--- config.mk ---
export PLATFORM = sky130hd
export DESIGN_NAME = cpu_sequencer_flat
export DESIGN_NICKNAME = d
export VERILOG_FILES = /design/src/rtl/cpu_sequencer_if.sv /design/src/rtl/cpu_sequencer.sv /design/src/flat_wrapper.sv
export SDC_FILE = /design/constraint.sdc
export NUM_CORES = 1
export LEC_CHECK = 0
export ABC_AREA = 1
export CAP_MARGIN = 15
export CORE_MARGIN = 2
export CORE_UTILIZATION = 38
export DETAILED_ROUTE_END_ITERATION = 10
export DONT_BUFFER_PORTS = 1
export HOLD_SLACK_MARGIN = 0.03
export PLACE_DENSITY = 0.57
export SYNTH_ARGS = -nofsm -noshare
export SYNTH_HDL_FRONTEND = slang
export SYNTH_SLANG_ARGS = --single-unit
--- constraint.sdc ---
create_clock -name clk -period 2.6 [get_ports clk]
set_clock_uncertainty 0.2 [all_clocks]
set_input_delay 0.26 -clock clk [delete_from_list [all_inputs] [get_ports clk]]
set_output_delay 0.26 -clock clk [all_outputs]
set_load 0.02 [all_outputs]
--- src/rtl/cpu_sequencer_if.sv ---
// Sequencer-to-datapath bundle: instruction-memory port plus the decoder and datapath enables.
// The master side is the sequencer; the slave side is the ROM/decoder/register-file/ALU datapath.
interface cpu_sequencer_if #(
   parameter int unsigned PC_WIDTH = 8
);
   logic [PC_WIDTH-1:0] imem_addr;
   logic                imem_rd_en;
   logic [15:0]         imem_rdata;
   logic [15:0]         instr;
   logic                rf_rd_en;
   logic                alu_en;
   logic                rf_wr_en;

   modport master (
      output imem_addr,
      output imem_rd_en,
      input  imem_rdata,
      output instr,
      output rf_rd_en,
      output alu_en,
      output rf_wr_en
   );

   modport slave (
      input  imem_addr,
      input  imem_rd_en,
      output imem_rdata,
      input  instr,
      input  rf_rd_en,
      input  alu_en,
      input  rf_wr_en
   );
endinterface

--- src/rtl/cpu_sequencer.sv ---
// Multi-cycle control unit: FETCH/LATCH/DECODE/EXEC/WB sequencing with free-run and
// push-button single-step modes. Enables are decoded from registered state only.
module cpu_sequencer #(
   parameter int unsigned PC_WIDTH = 8,
   parameter logic [3:0]  HALT_OP  = 4'hF,
   parameter logic [3:0]  JMP_OP   = 4'hE,
   parameter logic [3:0]  NOWB_OP  = 4'h0
) (
   input  logic                  clk,
   input  logic                  rst_n,
   input  logic                  btn,
   input  logic                  run,
   cpu_sequencer_if.master       bus,
   output logic                  halted,
   output logic [15:0]           retire_cnt,
   output logic [2:0]            state
);

   localparam logic [2:0] IDLE   = 3'd0;
   localparam logic [2:0] FETCH  = 3'd1;
   localparam logic [2:0] LATCH  = 3'd2;
   localparam logic [2:0] DECODE = 3'd3;
   localparam logic [2:0] EXEC   = 3'd4;
   localparam logic [2:0] WB     = 3'd5;
   localparam logic [2:0] HALT   = 3'd6;

   logic [2:0]          state_q, state_d;
   logic [PC_WIDTH-1:0] pc_q, pc_d;
   logic [15:0]         instr_q, instr_d;
   logic [15:0]         retire_cnt_q, retire_cnt_d;
   logic [2:0]          btn_sync_q;
   logic                step_pulse;
   logic [3:0]          opcode;
   logic                is_jmp;
   logic                is_nowb;

   // btn_sync_q[1:0] is the 2-FF synchroniser; btn_sync_q[2] holds the previous synced level.
   always_ff @(posedge clk or negedge rst_n) begin
      if (!rst_n) begin
         btn_sync_q <= 3'b000;
      end else begin
         btn_sync_q <= {btn_sync_q[1:0], btn};
      end
   end

   assign step_pulse = btn_sync_q[1] & ~btn_sync_q[2];

   assign opcode  = instr_q[15:12];
   assign is_jmp  = (opcode == JMP_OP);
   assign is_nowb = (opcode == NOWB_OP);

   always_comb begin
      state_d      = state_q;
      pc_d         = pc_q;
      instr_d      = instr_q;
      retire_cnt_d = retire_cnt_q;
      unique case (state_q)
         IDLE: begin
            if (run || step_pulse) begin
               state_d = FETCH;
            end
         end
         FETCH: begin
            state_d = LATCH;
         end
         LATCH: begin
            instr_d = bus.imem_rdata;
            state_d = DECODE;
         end
         DECODE: begin
            state_d = (opcode == HALT_OP) ? HALT : EXEC;
         end
         EXEC: begin
            state_d = WB;
         end
         WB: begin
            pc_d         = is_jmp ? instr_q[PC_WIDTH-1:0]
                                  : pc_q + {{(PC_WIDTH-1){1'b0}}, 1'b1};
            retire_cnt_d = retire_cnt_q + 16'd1;
            // run is only sampled here and in IDLE; step pulses arriving now are dropped.
            state_d      = run ? FETCH : IDLE;
         end
         HALT: begin
            state_d = HALT;
         end
         default: begin
            state_d = IDLE;
         end
      endcase
   end

   always_ff @(posedge clk or negedge rst_n) begin
      if (!rst_n) begin
         state_q      <= IDLE;
         pc_q         <= '0;
         instr_q      <= 16'h0000;
         retire_cnt_q <= 16'h0000;
      end else begin
         state_q      <= state_d;
         pc_q         <= pc_d;
         instr_q      <= instr_d;
         retire_cnt_q <= retire_cnt_d;
      end
   end

   always_comb begin
      bus.imem_rd_en = (state_q == FETCH);
      bus.rf_rd_en   = (state_q == DECODE) && (opcode != HALT_OP);
      bus.alu_en     = (state_q == EXEC);
      bus.rf_wr_en   = (state_q == WB) && !is_jmp && !is_nowb;
      halted         = (state_q == HALT);
   end

   assign bus.imem_addr = pc_q;
   assign bus.instr     = instr_q;
   assign retire_cnt    = retire_cnt_q;
   assign state         = state_q;

endmodule

--- src/flat_wrapper.sv ---
// flat-port wrapper written by rule: the top's interface ports become plain ports
module cpu_sequencer_flat 
#(
   parameter int unsigned PC_WIDTH = 8,
   parameter logic [3:0]  HALT_OP  = 4'hF,
   parameter logic [3:0]  JMP_OP   = 4'hE,
   parameter logic [3:0]  NOWB_OP  = 4'h0
)
  (clk, rst_n, btn, run, halted, retire_cnt, state, bus_imem_addr, bus_imem_rd_en, bus_imem_rdata, bus_instr, bus_rf_rd_en, bus_alu_en, bus_rf_wr_en);
  cpu_sequencer_if #(.PC_WIDTH(PC_WIDTH)) bus_i ();
  input  logic clk;
  input  logic rst_n;
  input  logic btn;
  input  logic run;
  output logic halted;
  output logic [15:0] retire_cnt;
  output logic [2:0] state;
  output wire logic [$bits(bus_i.imem_addr)-1:0] bus_imem_addr;
  output wire logic [$bits(bus_i.imem_rd_en)-1:0] bus_imem_rd_en;
  input wire logic [$bits(bus_i.imem_rdata)-1:0] bus_imem_rdata;
  output wire logic [$bits(bus_i.instr)-1:0] bus_instr;
  output wire logic [$bits(bus_i.rf_rd_en)-1:0] bus_rf_rd_en;
  output wire logic [$bits(bus_i.alu_en)-1:0] bus_alu_en;
  output wire logic [$bits(bus_i.rf_wr_en)-1:0] bus_rf_wr_en;
  assign bus_imem_addr = bus_i.imem_addr;
  assign bus_imem_rd_en = bus_i.imem_rd_en;
  assign bus_i.imem_rdata = bus_imem_rdata;
  assign bus_instr = bus_i.instr;
  assign bus_rf_rd_en = bus_i.rf_rd_en;
  assign bus_alu_en = bus_i.alu_en;
  assign bus_rf_wr_en = bus_i.rf_wr_en;
  cpu_sequencer #(.PC_WIDTH(PC_WIDTH), .HALT_OP(HALT_OP), .JMP_OP(JMP_OP), .NOWB_OP(NOWB_OP)) u_core (.clk(clk), .rst_n(rst_n), .btn(btn), .run(run), .bus(bus_i), .halted(halted), .retire_cnt(retire_cnt), .state(state));
endmodule
# Word level (Yosys, flattened, before mapping)
# Cells that the tools add are included.
classes:
  shift: 0
  eq_ne: 10
  n_reduce_logical: 8
  n_addsub: 2
  n_mux: 5
  n_bitwise: 2
  magnitude_cmp: 0
  n_div: 0
  n_mul: 0
ops:
  columns: ["op", "count"]
  rows:
  - ["$pmux W3 S7", 1]
  - ["$add A16 B1 Y16 const B", 1]
  - ["$eq A3 B3 Y1 const B", 3]
  - ["$add A8 B1 Y8 const B", 1]
  - ["$eq A4 B4 Y1 const B", 2]
  - ["$mux W8", 1]
  - ["$eq A3 B2 Y1 const B", 2]
  - ["$logic_not A4 Y1", 1]
  - ["$ne A4 B4 Y1 const B", 1]
  - ["$eq A3 B1 Y1 const B", 1]
  - ["$logic_and A1 B1 Y1", 3]
  - ["$logic_not A3 Y1", 1]
  - ["$mux W3", 1]
  - ["$logic_not A1 Y1", 2]
  - ["$mux W2", 1]
  - ["$ne A2 B1 Y1 const B", 1]
  - ["$and A1 B1 Y1", 1]
  - ["$logic_or A1 B1 Y1", 1]
  - ["$mux W1", 1]
  - ["$not A1 Y1", 1]
totals:
  romBits: 0
  out_inout_bits: 48
  mem_count: 0
  in_bits: 20
  register_bits: 46
  latchBits: 0
  ramBits: 0

# Depth between registers and ports, before layout
logic_depth:
  depth_word: 5
  mapped_depth: 8
  depth_no_buf: 8

# Worst setup path before layout
# Ideal clock, no wire load.
synth_timing:
  path_kind: "register to output"
  startpoint: "register u_core.state_q[1], in the netlist u_core.state[1]"
  endpoint: "output port bus_rf_wr_en"
  stages_incl_launch_ff: 5
  required_time_ns: 2.140
  path_slack_ns: 0.718
  arrival_ns: 1.422
  cell_sequence: "dfrtp_1 > inv_2 > nand3_4 > buf_2 > nor3_1"
synth_via:
  elab_chain_cells: 3
synth_lines:
  columns: ["item", "line", "rtl"]
  rows:
  - ["start: declaration", "cpu_sequencer.sv:27", "logic [2:0] state_q, state_d;"]
  - ["start signal: assignment", "cpu_sequencer.sv:99", "state_q <= state_d;"]
  - ["$eq A3 B3 Y1", "cpu_sequencer.sv:110", "bus.rf_wr_en = (state_q == WB) && !is_jmp && !is_nowb;"]
  - ["$logic_and A1 B1 Y1 (2 in series)", "cpu_sequencer.sv:110", null]
  - ["end: declaration", "flat_wrapper.sv:24", "output wire logic [$bits(bus_i.rf_wr_en)-1:0] bus_rf_wr_en;"]
# Every way passes these cells.

# Worst setup path after layout
layout_timing:
  startpoint: "register u_core.instr_q[12], in the netlist u_core.bus.instr[12]"
  endpoint: "output port bus_rf_wr_en"
layout_via:
  elab_chain_cells: 4
layout_lines:
  columns: ["item", "line", "rtl"]
  rows:
  - ["start: declaration", "cpu_sequencer.sv:29", "logic [15:0] instr_q, instr_d;"]
  - ["start signal: assignment", "cpu_sequencer.sv:101", "instr_q <= instr_d;"]
  - ["$eq A4 B4 Y1", "cpu_sequencer.sv:49", "assign is_jmp = (opcode == JMP_OP);"]
  - ["$logic_not A1 Y1", "cpu_sequencer.sv:110", null]
  - ["$logic_and A1 B1 Y1", "cpu_sequencer.sv:110", null]
  - ["$logic_and A1 B1 Y1 *", "cpu_sequencer.sv:110", null]
# Every way passes the cells marked *; elsewhere a longest branch is shown, timed or not.

==> metrics.cfg <==
[run_status]
status=complete, no violations

[global_routing]
first_pass_grt_wire_length_um=8045
grt.overflow.total=0
grt_pass1_vias=1628
initial_antenna_violation_count=0
grt_start_max_net_pins=47
globalRouteTotalUtil_pct=15.99

[power]
power_density_nw_per_um2=1077
pwr-share-comb_pct=25.9
p_switching_w=0.001214
leakage_nw=1.323
sw_ratio_pct=41.56
ir_worst_vdd_v=0.0007204
power_report.internal_total_w=0.001707
seqPwrFrac_pct=51.7
share_clk_of_total_power_pct=22.3

[timing]
post-route-min-period_ps=2156
endpoints_failing_hold=0
hold_slack_ps=158.5
timing.slew.headroom_pct=51.39
final.setup.tns_ps=0
final-max-slew-violation-count=0
setup_repair_after_global_routing_missed_its_margin=false
worst_pin_slew_ps=723.5
setup_viol=0
final.period_utilization_pct=82.92
fmax_mhz=463.8

[final_layout]
final.fill_count=537
num-nets-final=300
flow.area_growth_from_synthesis_pct=19.13
insertedDiodeCount=0
drive_gt1_share_pct=10.75
final_cell_area_um2=2711

[synthesis]
synth_warnings=0
syn_avg_cell_area_um2=8.960
synth_net_count=276
seq_area_frac_synth_pct=50.58
synthesis.instances=254
mappedNetlistArea_um2=2276
synth_seq_cells=46
yosys.cell_types.count=30

[critical_path]
critical_path.cell_chain=inv_1, nand4_1, buf_4, inv_1, nor3_1, buf_4
worst_reg_to_reg_cells=3
worst_ep_arrival_time_ps=1700
critPathMaxStageDelay_ps=490
regToRegEndpoint=u_core.bus.instr[1]$_DFFE_PN0P_
crit_fanout=14
critical_path.startpoint=u_core.bus.instr[12]$_DFFE_PN0P_
critical_path_buf_inv_count=4
reg2reg_from=u_core.state[0]$_DFFE_PN0P_
cp.depth=6
master_of_the_slowest_instance_on_the_critical_path=dfrtp_1
required_time_at_the_worst_slack_endpoint_ps=2140
critical_path.startpoint_type=flop
critical-path-top-delay-family=buffers and inverters
critical_path_class=reg -> out
timing.reg2reg.setup_slack_ps=630
critical_path.endpoint_type=primary output
crit_end=bus_rf_wr_en

[worst_hold_path]
min_path_cells=0
hold_path.class=reg -> reg

[clock_tree]
clock_tree_from_tritoncts=done
cts.reportedPaths.clkPinSlew_ps=90
clock-root-buffer=clkbuf_8
tritoncts.num_buffers=5
cts_resizes=0
h-tree-depth=2
buffer_depth_of_the_longest_clock_path=2
worstSkewPairLatency_ps=300
numClockSinks=46

[floorplanning]
design.die.area_um2=6624
die_width_um=81.39
core_area_um2=5851
die_y_um=81.39
pin_count=68
core.rowCount=28
initial_core_util_pct=38.90

[routing]
routed_wl_um=4822
detail_route.drc_violations=0
drt_iter0_markers=62
detail-route-antenna-nets=0
vias=1691
drtPass1Iterations=4
wire_per_inst_um=13.62
route.detailed.vias_per_inst=4.777

[placement]
io_buffer_count=0
detailed_place_hpwl_um=3271
gp_congestion=0.7044
dpl-instance-area_um2=2351

[run]
timing.max_cap.violations=0

-- through the flow --
stage | setup WS, ps | cells | utilization (%) | power, W
3_3_place_gp | 661.8 | 326 | 40.18 | 0.002240
4_1_cts | 426.3 | 354 | 46.34 | 0.002954
6_report | 444.1 | 354 | 46.34 | 0.002921
5_1_grt | 224.5 | 354 | 46.34 | 0.003113
3_5_place_dp | 627.6 | 326 | 40.18 | 0.002248
2_1_floorplan | 717.9 | 254 | - | 0.002079
-- cell usage in the layout, fill, tap and decap left out --
cell           instances
o21a_1                 1
buf_16                 1
a21oi_1               11
xor2_1                 6
nand3_1               10
ha_1                   2
buf_4                  2
o211ai_1               1
nor3b_1                1
o21ai_0               11
nor3_1                 5
nand2_1               65
nand3b_4               1
bufinv_16              2
clkinv_1               1
nor2_1                27
nor2_2                 1
dfrtp_1               46
mux2_4                10
nand4_1                5
inv_2                  3
inv_1                 25
nor4_1                 2
mux2_2                 1
dlygate4sd3_1         19
xnor2_1                5
o21ai_1                3
nand3_4                1
clkbuf_8               6
nand3b_1               3
nand3_2                1
nor2_4                 1
-- sequential cells by signal, summed over array words and instances (netlist names) --
| register | flops |
|---|---|
| u_core.btn_sync_q | 3 |
| u_core.state | 3 |
| u_core.retire_cnt | 16 |
| u_core.bus.imem_addr | 8 |
| u_core.bus.instr | 16 |
-- power groups by stage --
stage / registers [W] / clock network, W / logic [W]
floorplan: 0.00144 / 0 / 0.000639
global route: 0.00155 / 0.000700 / 0.000859
global placement: 0.00153 / 0 / 0.000709
detailed placement: 0.00153 / 0 / 0.000716
finish: 0.00151 / 0.000652 / 0.000758
CTS: 0.00152 / 0.000671 / 0.000766
-- synth_stat cells --
cell type | instances | share of area, %
o21ai_1 | 3 | 0.66
nor4_1 | 2 | 0.55
nor3b_1 | 1 | 0.33
buf_2 | 3 | 0.66
nand4_1 | 5 | 1.4
xnor2_1 | 5 | 1.9
nor2_4 | 1 | 0.49
mux2_4 | 10 | 6.6
dfrtp_1 | 46 | 51
nor2_1 | 27 | 4.5
inv_1 | 25 | 4.1
nand2_1 | 65 | 11
ha_1 | 2 | 1.1
inv_2 | 3 | 0.49
o21a_1 | 1 | 0.33
buf_6 | 1 | 0.49
nor2_2 | 1 | 0.28
mux2_2 | 1 | 0.49
nand3_2 | 1 | 0.44
nand3b_1 | 3 | 0.99
xor2_1 | 6 | 2.3
a21oi_1 | 11 | 2.4
clkinv_1 | 1 | 0.16
nand3b_4 | 1 | 0.88
nand3_1 | 10 | 2.2
o211ai_1 | 1 | 0.33
o21ai_0 | 11 | 2.4
nor3_1 | 5 | 1.1
buf_4 | 1 | 0.33
nand3_4 | 1 | 0.77
-- area by class of cell --
type | instances | area, um^2 | area share, %
sequential | 46 | 1151 | 42.45
multi-input combinational | 174 | 982.2 | 36.23
timing repair buffer | 22 | 232.7 | 8.583
inverter | 29 | 108.9 | 4.015
tap | 75 | 93.84 | 3.461
clock buffer | 6 | 82.58 | 3.046
clock inverter | 2 | 60.06 | 2.215
-- metal layers --
layer | GRT usage [%] | routed length [um]
met1 | 20.38 | 2229
met2 | 25.08 | 2173
met3 | 5.333 | 338
met4 | 6.102 | 80
met5 | 0 | 0
-- cell families (layout without fill, tap and decap cells) --
group	count (synthesis)	in the layout	synth area share, %
and+or+nand+nor	123	123	24.57
DFF	46	46	50.58
buffers and inverters	34	59	6.267
AOI/OAI and AO/OA	27	27	6.157
xor gates and xnor gates	11	11	4.233
muxes	11	11	7.092
adders and majority gates	2	2	1.099
-- how the worst min path moves through the flow --
stage,from,end,slack (ps)
final,u_core.btn_sync_q[0]$_DFF_PN0_,u_core.btn_sync_q[1]$_DFF_PN0_,160
after global routing,u_core.btn_sync_q[0]$_DFF_PN0_,u_core.btn_sync_q[1]$_DFF_PN0_,170
after CTS,u_core.btn_sync_q[0]$_DFF_PN0_,u_core.btn_sync_q[1]$_DFF_PN0_,160
after detailed placement,rst_n,u_core.retire_cnt[5]$_DFFE_PN0N_,-230
after global placement,rst_n,u_core.retire_cnt[5]$_DFFE_PN0N_,-230
after floorplan,rst_n,u_core.btn_sync_q[0]$_DFF_PN0_,-240
-- repair_timing --
item,4_1_cts,5_1_grt
buffers inserted,0,0
hold buffers,20,0
endpoints found under the hold margin,64,0
Power figures use the tool's default switching activity.
